File: src/rtl/char_store_reader.sv
// Streams the vowel and consonant RAM contents out over valid/ready, one class after the other.
// Define CHAR_READER_CONS_FIRST_EN to read the consonant RAM before the vowel RAM.
module char_store_reader #(
    parameter int unsigned DEPTH = 64,
    localparam int unsigned AW = $clog2(DEPTH),
    localparam int unsigned CW = AW + 1
) (
    input  logic          clk,
    input  logic          rst,
    input  logic          start,
    input  logic [CW-1:0] vow_count,
    input  logic [CW-1:0] cons_count,
    output logic [AW-1:0] vow_addr,
    input  logic [7:0]    vow_r_data,
    output logic [AW-1:0] cons_addr,
    input  logic [7:0]    cons_r_data,
    output logic [7:0]    out_data,
    output logic          out_is_vowel,
    output logic          out_valid,
    input  logic          out_ready,
    output logic          busy,
    output logic          done
);

`ifdef CHAR_READER_CONS_FIRST_EN
    localparam bit ConsFirst = 1'b1;
`else
    localparam bit ConsFirst = 1'b0;
`endif

    typedef enum logic [2:0] {StIdle, StIssue, StCapture, StPresent, StFinish} state_e;

    state_e        state;
    logic [CW-1:0] idx;
    logic [CW-1:0] vow_cnt;
    logic [CW-1:0] cons_cnt;
    logic          cur_vowel;
    logic          in_second;

    logic [CW-1:0] vc_clamp;
    logic [CW-1:0] cc_clamp;
    logic          start_vowel;
    logic [CW-1:0] cur_cnt;
    logic [CW-1:0] oth_cnt;
    logic [CW-1:0] idx_next;

    always_comb begin
        vc_clamp = (vow_count > CW'(DEPTH)) ? CW'(DEPTH) : vow_count;
        cc_clamp = (cons_count > CW'(DEPTH)) ? CW'(DEPTH) : cons_count;
        // Class to begin with, skipping an empty first class.
        start_vowel = ConsFirst ? (cc_clamp == '0) : (vc_clamp != '0);
        cur_cnt  = cur_vowel ? vow_cnt : cons_cnt;
        oth_cnt  = cur_vowel ? cons_cnt : vow_cnt;
        idx_next = idx + 1'b1;
    end

    always_ff @(posedge clk) begin
        if (rst) begin
            state        <= StIdle;
            idx          <= '0;
            vow_cnt      <= '0;
            cons_cnt     <= '0;
            cur_vowel    <= 1'b0;
            in_second    <= 1'b0;
            vow_addr     <= '0;
            cons_addr    <= '0;
            out_data     <= 8'h00;
            out_is_vowel <= 1'b0;
            out_valid    <= 1'b0;
            busy         <= 1'b0;
            done         <= 1'b0;
        end else begin
            done <= 1'b0;
            unique case (state)
                StIdle: begin
                    if (start) begin
                        vow_cnt  <= vc_clamp;
                        cons_cnt <= cc_clamp;
                        idx      <= '0;
                        busy     <= 1'b1;
                        if (vc_clamp == '0 && cc_clamp == '0) begin
                            done  <= 1'b1;
                            state <= StFinish;
                        end else begin
                            cur_vowel <= start_vowel;
                            in_second <= (start_vowel == ConsFirst);
                            // Address is set up here so the RAM registers it during ISSUE.
                            if (start_vowel) vow_addr <= '0;
                            else             cons_addr <= '0;
                            state <= StIssue;
                        end
                    end
                end
                StIssue: state <= StCapture;
                StCapture: begin
                    out_data     <= cur_vowel ? vow_r_data : cons_r_data;
                    out_is_vowel <= cur_vowel;
                    out_valid    <= 1'b1;
                    state        <= StPresent;
                end
                StPresent: begin
                    if (out_ready) begin
                        out_valid <= 1'b0;
                        if (idx_next < cur_cnt) begin
                            idx <= idx_next;
                            if (cur_vowel) vow_addr <= idx_next[AW-1:0];
                            else           cons_addr <= idx_next[AW-1:0];
                            state <= StIssue;
                        end else if (!in_second && oth_cnt != '0) begin
                            cur_vowel <= !cur_vowel;
                            in_second <= 1'b1;
                            idx       <= '0;
                            if (cur_vowel) cons_addr <= '0;
                            else           vow_addr <= '0;
                            state <= StIssue;
                        end else begin
                            done  <= 1'b1;
                            state <= StFinish;
                        end
                    end
                end
                StFinish: begin
                    busy  <= 1'b0;
                    idx   <= '0;
                    state <= StIdle;
                end
                default: state <= StIdle;
            endcase
        end
    end

endmodule

File: config.mk
export PLATFORM = sky130hd
export DESIGN_NAME = char_store_reader
export DESIGN_NICKNAME = d
export VERILOG_FILES = /design/src/rtl/char_store_reader.sv
export SDC_FILE = /design/constraint.sdc
export NUM_CORES = 1
export LEC_CHECK = 0
export ABC_AREA = 1
export CAP_MARGIN = 20
export CELL_PAD_IN_SITES_DETAIL_PLACEMENT = 0
export CELL_PAD_IN_SITES_GLOBAL_PLACEMENT = 1
export CORE_UTILIZATION = 38
export CTS_CLUSTER_SIZE = 20
export DETAILED_ROUTE_END_ITERATION = 16
export PLACE_DENSITY = 0.83
export SETUP_SLACK_MARGIN = 0.1
export SYNTH_ARGS = -nofsm -noshare
export SYNTH_HDL_FRONTEND = slang
export SYNTH_SLANG_ARGS = --single-unit
File: constraint.sdc
create_clock -name clk -period 5.4 [get_ports clk]
set_input_delay 1.08 -clock clk [delete_from_list [all_inputs] [get_ports clk]]
set_output_delay 1.08 -clock clk [all_outputs]
set_load 0.01 [all_outputs]
==> run_results.csv, run 1 <==
group,metric,value,unit
floorplanning,start_util,40.3,%
sta,maxSlewViolCount,0,
sta,finalHoldViolCount,0,
critical_path,cp-start-kind,"input pin",
floorplanning,die_area,0.00726,mm²
critical_path,critPathKind,"in -> reg",
clock_network,clk_pin_slew,0.09,ns
logic_synthesis,syn_nets,430,
critical_path,startpoint,"rst",
clock_network,cts.path.max_buffers,2,
clock_network,clock-root-buffer,"clkbuf_8",
grt,grt_max_degree,28,
hold_path,hold_start,"in_second",
critical_path,cp_slowest_cell,"clkdlybuf4s50_1",
hold_path,whs_path_depth,2,
layout,diodes,0,
placed_design,dpl.hpwl,4650,µm
detailed_routing,wirelength,5990,µm
detailed_routing,drtAntennaViolNets,0,
power_and_ir_drop,power-per-cell-area,305,mW/mm²
critical_path,rr_worst_depth,13,
logic_synthesis,synth_warnings,0,
logic_synthesis,syn_inst,389,
critical_path,path_max_fanout,27,
clock_network,cts_hold_buf,0,
power_and_ir_drop,vdd_drop_max,140,µV
floorplanning,fp.dieW,85.2,µm
clock_network,cts_tree,"done",
grt,first_global_vias,2272,
sta,setup_viol,0,
critical_path,cpPeakStageDelay,1.02,ns
logic_synthesis,synth_area_leaders,"dfxtp_1 38%, nand2_1 16%, nor2_1 7.8%, inv_1 5.0%, a21oi_1 4.4%",
floorplanning,die_h,85.2,µm
logic_synthesis,synthMuxAreaShare,0,%
critical_path,path_buf_inv,2,
layout,final_util,50.6,%
detailed_routing,firstDrtPassIters,5,
logic_synthesis,synth-xor-area-share,0.998,%
clock_network,cts_buffers,5,
floorplanning,rows,29,
floorplanning,ios,58,
critical_path,arrival,3.30,ns
logic_synthesis,netlist_area,0.00263,mm²
detailed_routing,wl_per_cell,11.6,µm
critical_path,path_delay_family,"buffers and inverters",
sta,rsz0062_at_grt,"false",
sta,fin_ws,2.27,ns
logic_synthesis,synth_top_cell_area_share,38.0,%
sta,fin_worst_skew,0.0153,ns
sta,slew_headroom,43.5,%
layout,fin_cells,516,
sta,finalCriticalPeriod,3.13,ns
layout,final_nets,479,
logic_synthesis,yosysSeqAreaShare,38.0,%
status,status,"finished clean",
detailed_routing,drc,0,
critical_path,r2r-start,"idx[0]",
critical_path,reg2reg_to,"idx[2]",
layout,layout-drive-gt1-share,6.15,%
detailed_routing,drtIter0Drc,65,
clock_network,cts.sinks,50,
logic_synthesis,synth_top_family_by_area,"simple AND/OR/NAND/NOR gates",
clock_network,cts_setup_buffers,0,
hold_path,whs_endpoint,"in_second",
logic_synthesis,synth_area_per_cell,6.77,µm²
detailed_routing,via_count,2525,
layout,fillers,706,
floorplanning,coreArea,0.00653,mm²
sta,worst_pin_slew,0.845,ns
layout,design_area,0.00330,mm²
logic_synthesis,ys_seq_elements,50,
placed_design,placed_area,0.00321,mm²
grt,grt_pass1_wl,10600,µm
power_and_ir_drop,p_leak,1.46,nW
placed_design,port_buffers,57,
grt,gr-total-overflow,0,
run,drv_cap,0,
placed_design,dp_cells,508,
sta,fmax,0.319,GHz
critical_path,crit_required,5.56,ns
clock_network,ctsHtreeMaxLevel,2,
logic_synthesis,synth_cell_types,29,
logic_synthesis,synth-simple-area-share,33.1,%
logic_synthesis,synth_compound_area_share,15.5,%
sta,period_share,58.0,%
logic_synthesis,yosysTopAreaCell,"dfxtp_1",
placed_design,post-place-ws,1.90,ns
detailed_routing,drt-vias-per-instance,4.89,
grt,antenna_found_initial,0,
critical_path,rrSetupSlack,2.53,ns
logic_synthesis,synth_fa_ha_area_share,3.33,%
sta,tns,0,ns
hold_path,hp-class,"reg -> reg",
clock_network,clk-insertion-delay-late,0.30,ns
critical_path,crit_path_end_kind,"register",
layout,layout-area-overhead-vs-synth,25.5,%
placed_design,gp_congestion,0.864,
grt,grt_util_all_layers,17.9,%
clock_network,cts_resized,0,
critical_path,worstPathCellList,"clkdlybuf4s50_1 -> clkinv_1 -> o21ai_0 -> a31oi_1",
==> cell usage in the layout (no fill, tap or decap) <==
| cell | netlist | final |
|---|---|---|
| nand2_4 | 3 | 3 |
| o21ai_1 | 2 | 2 |
| nand2_1 | 113 | 113 |
| dfxtp_1 | 50 | 50 |
| nand2_2 | 3 | 3 |
| a31oi_1 | 8 | 8 |
| a22oi_1 | 3 | 3 |
| clkinv_1 | 1 | 1 |
| nor3_1 | 1 | 1 |
| inv_2 | 4 | 4 |
| nor2_4 | 3 | 3 |
| nand4_1 | 2 | 2 |
| nand3_1 | 19 | 19 |
| inv_1 | 35 | 35 |
| a21oi_4 | 1 | 1 |
| a211oi_1 | 8 | 8 |
| clkdlybuf4s50_1 | 0 | 57 |
| clkinv_2 | 0 | 1 |
| nand3_2 | 3 | 3 |
| nor2_1 | 55 | 55 |
| clkbuf_1 | 10 | 1 |
| nor2_2 | 2 | 2 |
| o21a_1 | 1 | 1 |
| o211ai_1 | 1 | 1 |
| ha_1 | 7 | 7 |
| clkbuf_8 | 0 | 6 |
| xor2_1 | 3 | 3 |
| a21oi_1 | 23 | 23 |
| o21ai_2 | 1 | 1 |
| o21ai_0 | 22 | 22 |
==> cell usage after synthesis <==
library cell and count:
a211oi_1 8, a21oi_1 23, a21oi_4 1, a22oi_1 3, a31oi_1 8, buf_2 1, buf_6 4, clkbuf_1 10
clkinv_1 1, dfxtp_1 50, ha_1 7, inv_1 35, inv_2 4, nand2_1 113, nand2_2 3, nand2_4 3
nand3_1 19, nand3_2 3, nand4_1 2, nor2_1 55, nor2_2 2, nor2_4 3, nor3_1 1, o211ai_1 1
o21a_1 1, o21ai_0 22, o21ai_1 2, o21ai_2 1, xor2_1 3
==> sequential cells by signal, summed over array words and instances, names as in the netlist, 3 cells and up <==
signal / flops
vow_addr: 6
cons_cnt: 7
idx: 7
state: 3
vow_cnt: 7
out_data: 8
cons_addr: 6
==> area by class of cell <==
class	instances	area [µm²]	area share (%)
clock inverter	1	5.00	0.152
multi-input combinational	284	1390	42.2
timing repair buffer	57	571	17.3
clock buffer	7	86.3	2.61
sequential	50	1000	30.3
inverter	40	150	4.55
tap	77	96.3	2.92
==> where the power goes <==
part	internal (W)	switching, W
Sequential	0.000410	0.0000301
Combinational	0.000147	0.000195
Clock	0.000104	0.000120
==> metrics by stage <==
stage	total power (W)	hold slack (ns)
detailed placement	0.000793	0.458
global placement	0.000788	0.451
floorplan	0.000686	0.439
CTS	0.00102	0.471
finish	0.00101	0.469
global route	0.00109	0.487
==> worst register-to-register path, cell delays in order, from the launching register on <==
cell and delay [ns]:
dfxtp_1 0.43, ha_1 0.22, nand3_1 0.14, nor3_1 0.21, xor2_1 0.26, ha_1 0.29, a21oi_1 0.15, o21a_1 0.26
nand3_1 0.17, inv_2 0.22, nand2_1 0.14, o21ai_0 0.18, inv_1 0.07, nor2_1 0.07
==> metal layers <==
layer	vias up	routed length (µm)	GRT usage [%]
met1	1117	2910	24.8
met2	48	2830	29.2
li1	1355	-	-
met3	5	198	2.92
met4	0	53	4.62
met5	-	0	0
==> worst max-delay path by stage <==
stage / cells after the start / to
floorplan: 15 / vow_addr[2]
global placement: 4 / out_data[3]
detailed placement: 4 / out_data[0]
CTS: 4 / out_data[0]
global route: 4 / out_data[5]
finish: 4 / out_data[6]
==> kinds of logic after synthesis <==
| logic type | Yosys count |
|---|---|
| buffers and inverters | 55 |
| adders and majority gates | 7 |
| and+or+nand+nor | 204 |
| DFF | 50 |
| AOI/OAI and AO/OA | 70 |
| xor gates and xnor gates | 3 |
No activity file was read; power rests on OpenSTA's default activity.
==> run 2: changes to the inputs <==
--- a/config.mk
+++ b/config.mk
@@ -9,10 +9,10 @@
 export CAP_MARGIN = 20
 export CELL_PAD_IN_SITES_DETAIL_PLACEMENT = 0
 export CELL_PAD_IN_SITES_GLOBAL_PLACEMENT = 1
-export CORE_UTILIZATION = 38
+export CORE_UTILIZATION = 32
 export CTS_CLUSTER_SIZE = 20
 export DETAILED_ROUTE_END_ITERATION = 16
-export PLACE_DENSITY = 0.83
+export PLACE_DENSITY = 0.74
 export SETUP_SLACK_MARGIN = 0.1
 export SYNTH_ARGS = -nofsm -noshare
 export SYNTH_HDL_FRONTEND = slang
==> constraint.sdc (replaced) <==
create_clock -name clk -period 2.8 [get_ports clk]
set_input_delay 0.56 -clock clk [delete_from_list [all_inputs] [get_ports clk]]
set_output_delay 0.56 -clock clk [all_outputs]
set_load 0.01 [all_outputs]
==> run_results.csv, run 2 (synthesized netlist as in run 1, its figures left out) <==
group,metric,value,unit
status,status,"finished clean",
grt,gr-total-overflow,0,
layout,final_util,44.1,%
sta,fmax,0.398,GHz
critical_path,rrSetupSlack,0.29,ns
clock_network,cts_buffers,5,
floorplanning,start_util,33.5,%
critical_path,crit_path_end_kind,"register",
clock_network,ctsHtreeMaxLevel,2,
grt,grt_util_all_layers,16.0,%
power_and_ir_drop,vdd_drop_max,325,µV
detailed_routing,wl_per_cell,12.1,µm
sta,worst_pin_slew,0.479,ns
layout,regMostFlops,"out_data",
sta,setup_viol,0,
sta,fin_worst_skew,0.00581,ns
sta,finalHoldViolCount,0,
grt,met2_usage,26.0,%
layout,layout_commonest_cell,"nand2_1",
layout,layout-area-overhead-vs-synth,31.5,%
layout,most-common-layout-cells,"113 x nand2_1, 57 x clkdlybuf4s50_1, 55 x nor2_1, 48 x dfxtp_1, 35 x inv_1",
clock_network,clk_pin_slew,0.10,ns
sta,fin_ws,0.288,ns
floorplanning,die_area,0.00859,mm²
placed_design,post-place-ws,0.152,ns
layout,layout-drive-gt1-share,9.35,%
grt,grt_max_degree,28,
layout,largest_register_ff_count,8,
detailed_routing,wirelength,6650,µm
detailed_routing,drtAntennaViolNets,0,
placed_design,dpl.hpwl,4920,µm
clock_network,cts.sinks,50,
critical_path,crit_end,"cons_addr[4]",
power_and_ir_drop,power-per-cell-area,601,mW/mm²
floorplanning,ios,58,
grt,grt_busiest_layer,"met2",
critical_path,reg2reg_to,"cons_addr[4]",
layout,multiInputGateArea,0.00143,mm²
grt,met3_usage,2.79,%
clock_network,cts.path.max_buffers,2,
critical_path,cp-start-kind,"register",
clock_network,clk-insertion-delay-late,0.31,ns
clock_network,cts_hold_buf,0,
critical_path,r2r-start,"idx[0]",
layout,regArea,0.00100,mm²
critical_path,critPathKind,"reg -> reg",
sta,rsz0062_at_grt,"true",
detailed_routing,via_count,2607,
layout,diodes,0,
hold_path,hp-class,"reg -> reg",
power_and_ir_drop,power,0.00208,W
critical_path,crit_required,3.05,ns
placed_design,gp_congestion,0.789,
layout,fillers,855,
critical_path,rr_worst_depth,14,
sta,hold_slack,0.473,ns
grt,grtUsageMet1,21.5,%
critical_path,arrival,2.76,ns
clock_network,clock-root-buffer,"clkbuf_8",
clock_network,cts_tree,"done",
sta,finalCriticalPeriod,2.51,ns
layout,final_nets,489,
grt,antenna_found_initial,0,
detailed_routing,firstDrtPassIters,5,
detailed_routing,drc,0,
floorplanning,fp.dieW,92.7,µm
hold_path,whs_path_depth,2,
sta,maxSlewViolCount,0,
sta,tns,0,ns
floorplanning,rows,32,
grt,first_global_vias,2305,
critical_path,startpoint,"idx[0]",
grt,grt_pass1_wl,10900,µm
power_and_ir_drop,p_leak,1.52,nW
detailed_routing,drtIter0Drc,89,
sta,period_share,89.7,%
floorplanning,coreArea,0.00785,mm²
sta,slew_headroom,68.0,%
detailed_routing,drt-vias-per-instance,4.73,
placed_design,port_buffers,57,
floorplanning,die_h,92.7,µm
critical_path,path_max_fanout,11,
run,drv_cap,0,
-- run 2: changes by cell type in the layout (fill, tap and decap cells not counted), moves of 2 or more --
| cell | before | now |
|---|---|---|
| buf_4 | 0 | 9 |
| nor2_4 | 3 | 5 |
| dfxtp_2 | 0 | 2 |
| nand3_4 | 0 | 2 |
| dfxtp_1 | 50 | 48 |
| nand3_2 | 3 | 1 |
-- run 2: final cells by class --
type,count,share of cell area [%]
Sequential cell,50,29.0
Clock buffer,5,1.99
Multi-Input combinational cell,285,41.3
Inverter,40,4.41
Tap cell,102,3.69
Clock inverter,3,1.16
Timing Repair Buffer,66,18.4
-- run 2: where the power goes --
group | switching (W) | internal, W | leakage [nW] | total, W
clock network | 0.000256 | 0.000264 | 0.0579 | 0.000519
logic | 0.000408 | 0.000314 | 1.05 | 0.000722
registers | 0.0000498 | 0.000791 | 0.410 | 0.000841
-- run 2: stage by stage --
step	area [µm²]	std cells
after floorplan	2630	389
after global placement	3270	537
after detailed placement	3270	537
after CTS	3380	545
after global routing	3460	551
final	3460	551
-- run 2: timing repair --
| action | CTS | global route |
|---|---|---|
| buffers inserted | 0 | 5 |
| resized for setup | 0 | 9 |
| setup endpoints to repair | 0 | 21 |
-- run 2: worst min path at each step --
stage | from | endpoint | slack [ns]
after floorplan | in_second | in_second | 0.44
after global placement | in_second | in_second | 0.45
after detailed placement | busy | busy | 0.46
after CTS | busy | busy | 0.48
after global routing | vow_cnt[2] | vow_cnt[2] | 0.50
final | in_second | in_second | 0.47
-- run 2: layer usage --
metal  up-vias  wire (µm)
met5         -          0
met4         0        116
met3         9        253
met2        54       3060
met1      1178       3220
li1       1366          -
-- run 2: worst max-delay path, cell delays in order, from the launching register on --
cell and delay, ns:
dfxtp_2 0.38, ha_1 0.21, nand3_1 0.13, nor3_2 0.16
xor2_1 0.23, ha_1 0.28, a21oi_1 0.15, o21a_2 0.20
nand3_1 0.16, inv_4 0.16, buf_4 0.12, nand2_1 0.05
nand3_1 0.10, nand2_1 0.05, nor2_1 0.08
==> RTL change 1: new RTL, flow settings as in run 2 <==
Add a define of `CHAR_READER_CONS_FIRST_EN`.
--- a/src/rtl/char_store_reader.sv
+++ b/src/rtl/char_store_reader.sv
@@ -2,2 +2,4 @@
 // Define CHAR_READER_CONS_FIRST_EN to read the consonant RAM before the vowel RAM.
+`define CHAR_READER_CONS_FIRST_EN
+
 module char_store_reader #(
Function: changed (a bounded check fails within 4 cycles, from zero or initial values and one cycle with rst high).
==> RTL change 1 against run 2 <==
- routed wire length decreased by 2.6%
- synthesized cell count is 6.7% higher
- cell area rose by 0.58%
- area after synthesis up 1.3%
- clock skew fell by 0.00066 ns
- sequential cell count did not move
- power rose by 30%
- setup slack worse by 0.011 ns
- combinational power rose by 79%
- first-iteration DRC count shrank 24%
- die area is 1.3% higher
- critical endpoint is now idx[0]$_SDFFE_PP0P_
- largest power group is now combinational cells
- highest routed layer unchanged
==> RTL change 1: results (changes against run 2) <==
| Metric | Value |
|---|---|
| Fin nets | 515 (+5.3%) |
| Adder-Cell Fraction of Synth Area | 0.0328 (-0.000437) |
| Setup Slack @ Placement | 0.106 ns (-0.0453 ns) |
| Syn Nets | 456 (+6.0%) |
| Top cells by count, synth | nand2_1 (132), nor2_1 (56), inv_1 (52) |
| Synth Area in Compound Gates | 0.134 (-0.0208) |
| Slowest cell on the critical path | dfxtp_4 |
| DP Wirelength | 4760 um (-3.4%) |
| Min Hold Slack | 0.448 ns (-0.0258 ns) |
| Reg2reg end | idx[0]$_SDFFE_PP0P_ |
| Run status | completed |
| Area contributors post-synth | dfxtp_1 (38%), nand2_1 (19%), nor2_1 (7.9%) |
| Number of global-route vias before repair | 2396 (+3.9%) |
| Met3 Track Usage GR | 0.0325 (+0.00461) |
| Slew margin rel. | 0.503 (-0.177) |
| Placer congestion estimate | 0.843 (+6.8%) |
| Metal3 WL | 264 um (+4.3%) |
| DRT Wirelength | 6480 um (-2.6%) |
| Global-route wire length before repair | 10700 um (-1.8%) |
| Met2 WL | 2860 um (-6.7%) |
| Hold EP | out_data[5]$_SDFFE_PP0P_ |
| Via density | 4.50 (-4.8%) |
| Int Power | 1.62 mW (+18%) |
| Max FO, Critical Path | 6 (-5) |
| 1st-iter DRT viols | 68 (-24%) |
| Cell variety after synth | 30 (+3.4%) |
| Hold_sp | out_data[5]$_SDFFE_PP0P_ |
-- RTL change 1: changes by cell type in the layout (fill, tap and decap cells not counted), sizes merged, moves of 5 or more --
cell           run 2  this run
a211oi             8         2
nand2            119       135
inv               39        54
a21oi             24        33
a31oi              8         1
nand3             22        17
-- RTL change 1: area by class of cell --
class	count	share of cell area
clock buffer	6	0.0237
timing repair buffer	63	0.177
inverter	54	0.0582
clock inverter	2	0.00359
tap	102	0.0367
sequential	50	0.289
multi-input combinational	300	0.412
-- RTL change 1: power groups by stage --
stage | Sequential (mW) | Combinational [mW] | Clock (mW)
floorplan | 1.01 | 0.763 | 0
CTS | 0.956 | 1.22 | 0.464
finish | 0.954 | 1.29 | 0.450
global placement | 0.970 | 1.21 | 0
detailed placement | 0.972 | 1.21 | 0
global route | 0.975 | 1.47 | 0.491
-- RTL change 1: critical path: cells and delay by family (launching register included) --
| kind | cells | cell delay [ns] |
|---|---|---|
| adders and majority gates | 2 | 0.51 |
| and+or+nand+nor | 5 | 0.87 |
| AOI/OAI and AO/OA | 4 | 0.69 |
| DFF | 1 | 0.39 |
-- RTL change 1: stage by stage --
step                      instance area [um^2]  std cells  power [mW]
after global routing                      3480        577        2.94
after CTS                                 3420        573        2.64
after detailed placement                  3320        565        2.18
after global placement                    3320        565        2.18
final                                     3480        577        2.70
after floorplan                           2670        415        1.77
-- RTL change 1: repair_timing --
item | 4_1_cts | 5_1_grt
setup buffers | 0 | 2
setup endpoints to repair | 7 | 23
resized for setup | 0 | 12
gates cloned | 0 | 2
pin swaps | 2 | 5
-- RTL change 1: cell families after synthesis --
family	Yosys count
AND/OR/NAND/NOR	223
buffers and inverters	67
AO/OA/AOI/OAI	66
flip-flops	50
adder cells (fa/ha/maj)	7
XOR/XNOR	2
==> RTL change 2: new RTL, settings of run 2 <==
Made on the original files. Encoding of `state_e`: now one-hot (5 bits for 5 states).
--- a/src/rtl/char_store_reader.sv
+++ b/src/rtl/char_store_reader.sv
@@ -30,3 +30,3 @@
 
-    typedef enum logic [2:0] {StIdle, StIssue, StCapture, StPresent, StFinish} state_e;
+    typedef enum logic [4:0] {StIdle = 5'b00001, StIssue = 5'b00010, StCapture = 5'b00100, StPresent = 5'b01000, StFinish = 5'b10000} state_e;
 
Check against the original RTL: no difference found for any inputs over 10 cycles, from zero or initial values and one cycle with rst high; not proved beyond that.
==> RTL change 2 against run 2 <==
- cell area up 1.3%
- clock skew fell by 0.0027 ns
- routed wire length down 2.1%
- sequential power rose by 4.9%
- setup slack lost 0.016 ns
- area after synthesis up 0.14%
- sequential cell count is 2 higher
- synthesized cell count decreased by 3.9%
- critical path type unchanged
- hold slack worse by 0.0067 ns
- power is 0.16% higher
==> RTL change 2: results (changes against run 2) <==
| Metric | Value |
|---|---|
| Pre-antenna DRT Iters | 4 (-1) |
| Largest net degree at the start of global routing | 27 (-3.6%) |
| Clock root buffer master | clkbuf_8 |
| Max FO, Critical Path | 6 (-5) |
| Placer congestion estimate | 0.780 (-1.1%) |
| Average wire per standard cell | 12.1 um (+0.31%) |
| Switching portion of total power | 0.347 (+0.00402) |
| Layout cells sized above 1 | 0.119 (+0.0257) |
| Worst VDD drop | 0.220 mV (-32%) |
| Mean cell area of the mapped netlist | 7.05 um^2 (+4.2%) |
| Fin nets | 476 (-2.7%) |
| Layout fillers | 826 (-3.4%) |
| Total CTS buffers | 5 (unchanged) |
| Run status | completed |
| Placement Cell Area | 0.00330 mm^2 (+0.73%) |
| Non-filler cells in the finished layout | 538 (-2.4%) |
| DP Wirelength | 4770 um (-3.1%) |
| Vias | 2481 (-4.8%) |
| Leak | 1.44 nW (-5.0%) |
| Sequential share of the synthesized area | 0.395 (+0.0146) |
| Cells after DPL | 523 (-2.6%) |
| 1st-iter DRT viols | 83 (-6.7%) |
| Top cells by count, synth | nand2_1 (90), nor2_1 (66), dfxtp_1 (52) |
| Number of global-route vias before repair | 2317 (+0.52%) |
| Global-route wire length before repair | 10700 um (-1.1%) |
| Area contributors post-synth | dfxtp_1 (39%), nand2_1 (13%), nor2_1 (9.4%) |
| Syn Nets | 415 (-3.5%) |
| Slew margin rel. | 0.690 (+0.0103) |
| GRT Total Usage | 0.157 (-0.00243) |
| Arr. time, crit path | 2.78 ns (+0.02 ns) |
| Skew final | 0.00312 ns (-0.00269 ns) |
| Setup Slack @ Placement | 0.189 ns (+0.0375 ns) |
| Slowest cell on the critical path | dfxtp_4 |
| Delay-heaviest family, CP | simple AND/OR/NAND/NOR gates |
| Cell variety after synth | 39 (+34%) |
[RTL change 2: changes by cell type in the layout (fill, tap and decap cells not counted), moves of 3 or more]
cell | before | now
nand2_1 | 113 | 87
o21ai_0 | 22 | 10
nor2_1 | 55 | 66
nand3_1 | 19 | 10
inv_1 | 35 | 28
a21oi_1 | 23 | 27
nand2_2 | 3 | 7
o21ai_1 | 2 | 6
a211oi_1 | 8 | 5
a22oi_1 | 3 | 0
nor2_2 | 1 | 4
[RTL change 2: cells by family after synthesis]
| kind of cell | synth area share |
|---|---|
| AO/OA/AOI/OAI | 0.129 |
| adder cells (fa/ha/maj) | 0.0332 |
| multiplexers | 0.00759 |
| buffers and inverters | 0.0802 |
| AND/OR/NAND/NOR | 0.339 |
| flip-flops | 0.395 |
| XOR/XNOR | 0.0166 |
[RTL change 2: worst paths after layout]
path | start | slack, ns | endpoint
worst min-delay path | in_second$_SDFFE_PP0P_ | 0.47 | in_second$_SDFFE_PP0P_
worst min register to register | in_second$_SDFFE_PP0P_ | 0.47 | in_second$_SDFFE_PP0P_
worst max-delay path | idx[0]$_SDFFE_PP0P_ | 0.27 | idx[2]$_SDFFE_PP0P_
worst max register to register | idx[0]$_SDFFE_PP0P_ | 0.27 | idx[2]$_SDFFE_PP0P_
[RTL change 2: layer usage]
metal,global-route usage,part of all wire
met2,0.257,0.47
met3,0.0271,0.026
met4,0.0500,0.012
met1,0.209,0.49
met5,0,0
[RTL change 2: timing repair]
item / 4_1_cts / 5_1_grt
setup endpoints to repair: 0 / 21
setup buffers: 0 / 6
gates resized for setup: 0 / 17
[RTL change 2: layout make-up]
| cell class | instances | area [um^2] | area share |
|---|---|---|---|
| Sequential cell | 52 | 1050 | 0.299 |
| Clock buffer | 8 | 90.1 | 0.0257 |
| Inverter | 34 | 130 | 0.0371 |
| Timing Repair Buffer | 68 | 673 | 0.192 |
| Tap cell | 102 | 128 | 0.0364 |
| Multi-Input combinational cell | 274 | 1440 | 0.410 |
[RTL change 2: worst reg2reg max path, stage by stage (launching register included)]
cell and delay, ns:
dfxtp_4 0.39, ha_4 0.14, nand3_1 0.10, nand3b_1 0.23, xnor2_2 0.21, ha_1 0.29, a21oi_2 0.13, o21a_1 0.21
nand2_4 0.09, nor2_4 0.21, buf_6 0.15, nand2_1 0.09, nor2_1 0.12, a21oi_1 0.05, nor2_1 0.08
[RTL change 2: power groups by stage]
stage	combinational (mW)	sequential [mW]	clock [mW]
finish	0.759	0.882	0.445
global route	0.867	0.895	0.498
CTS	0.720	0.883	0.466
detailed placement	0.718	0.900	0
global placement	0.714	0.898	0
floorplan	0.489	0.907	0
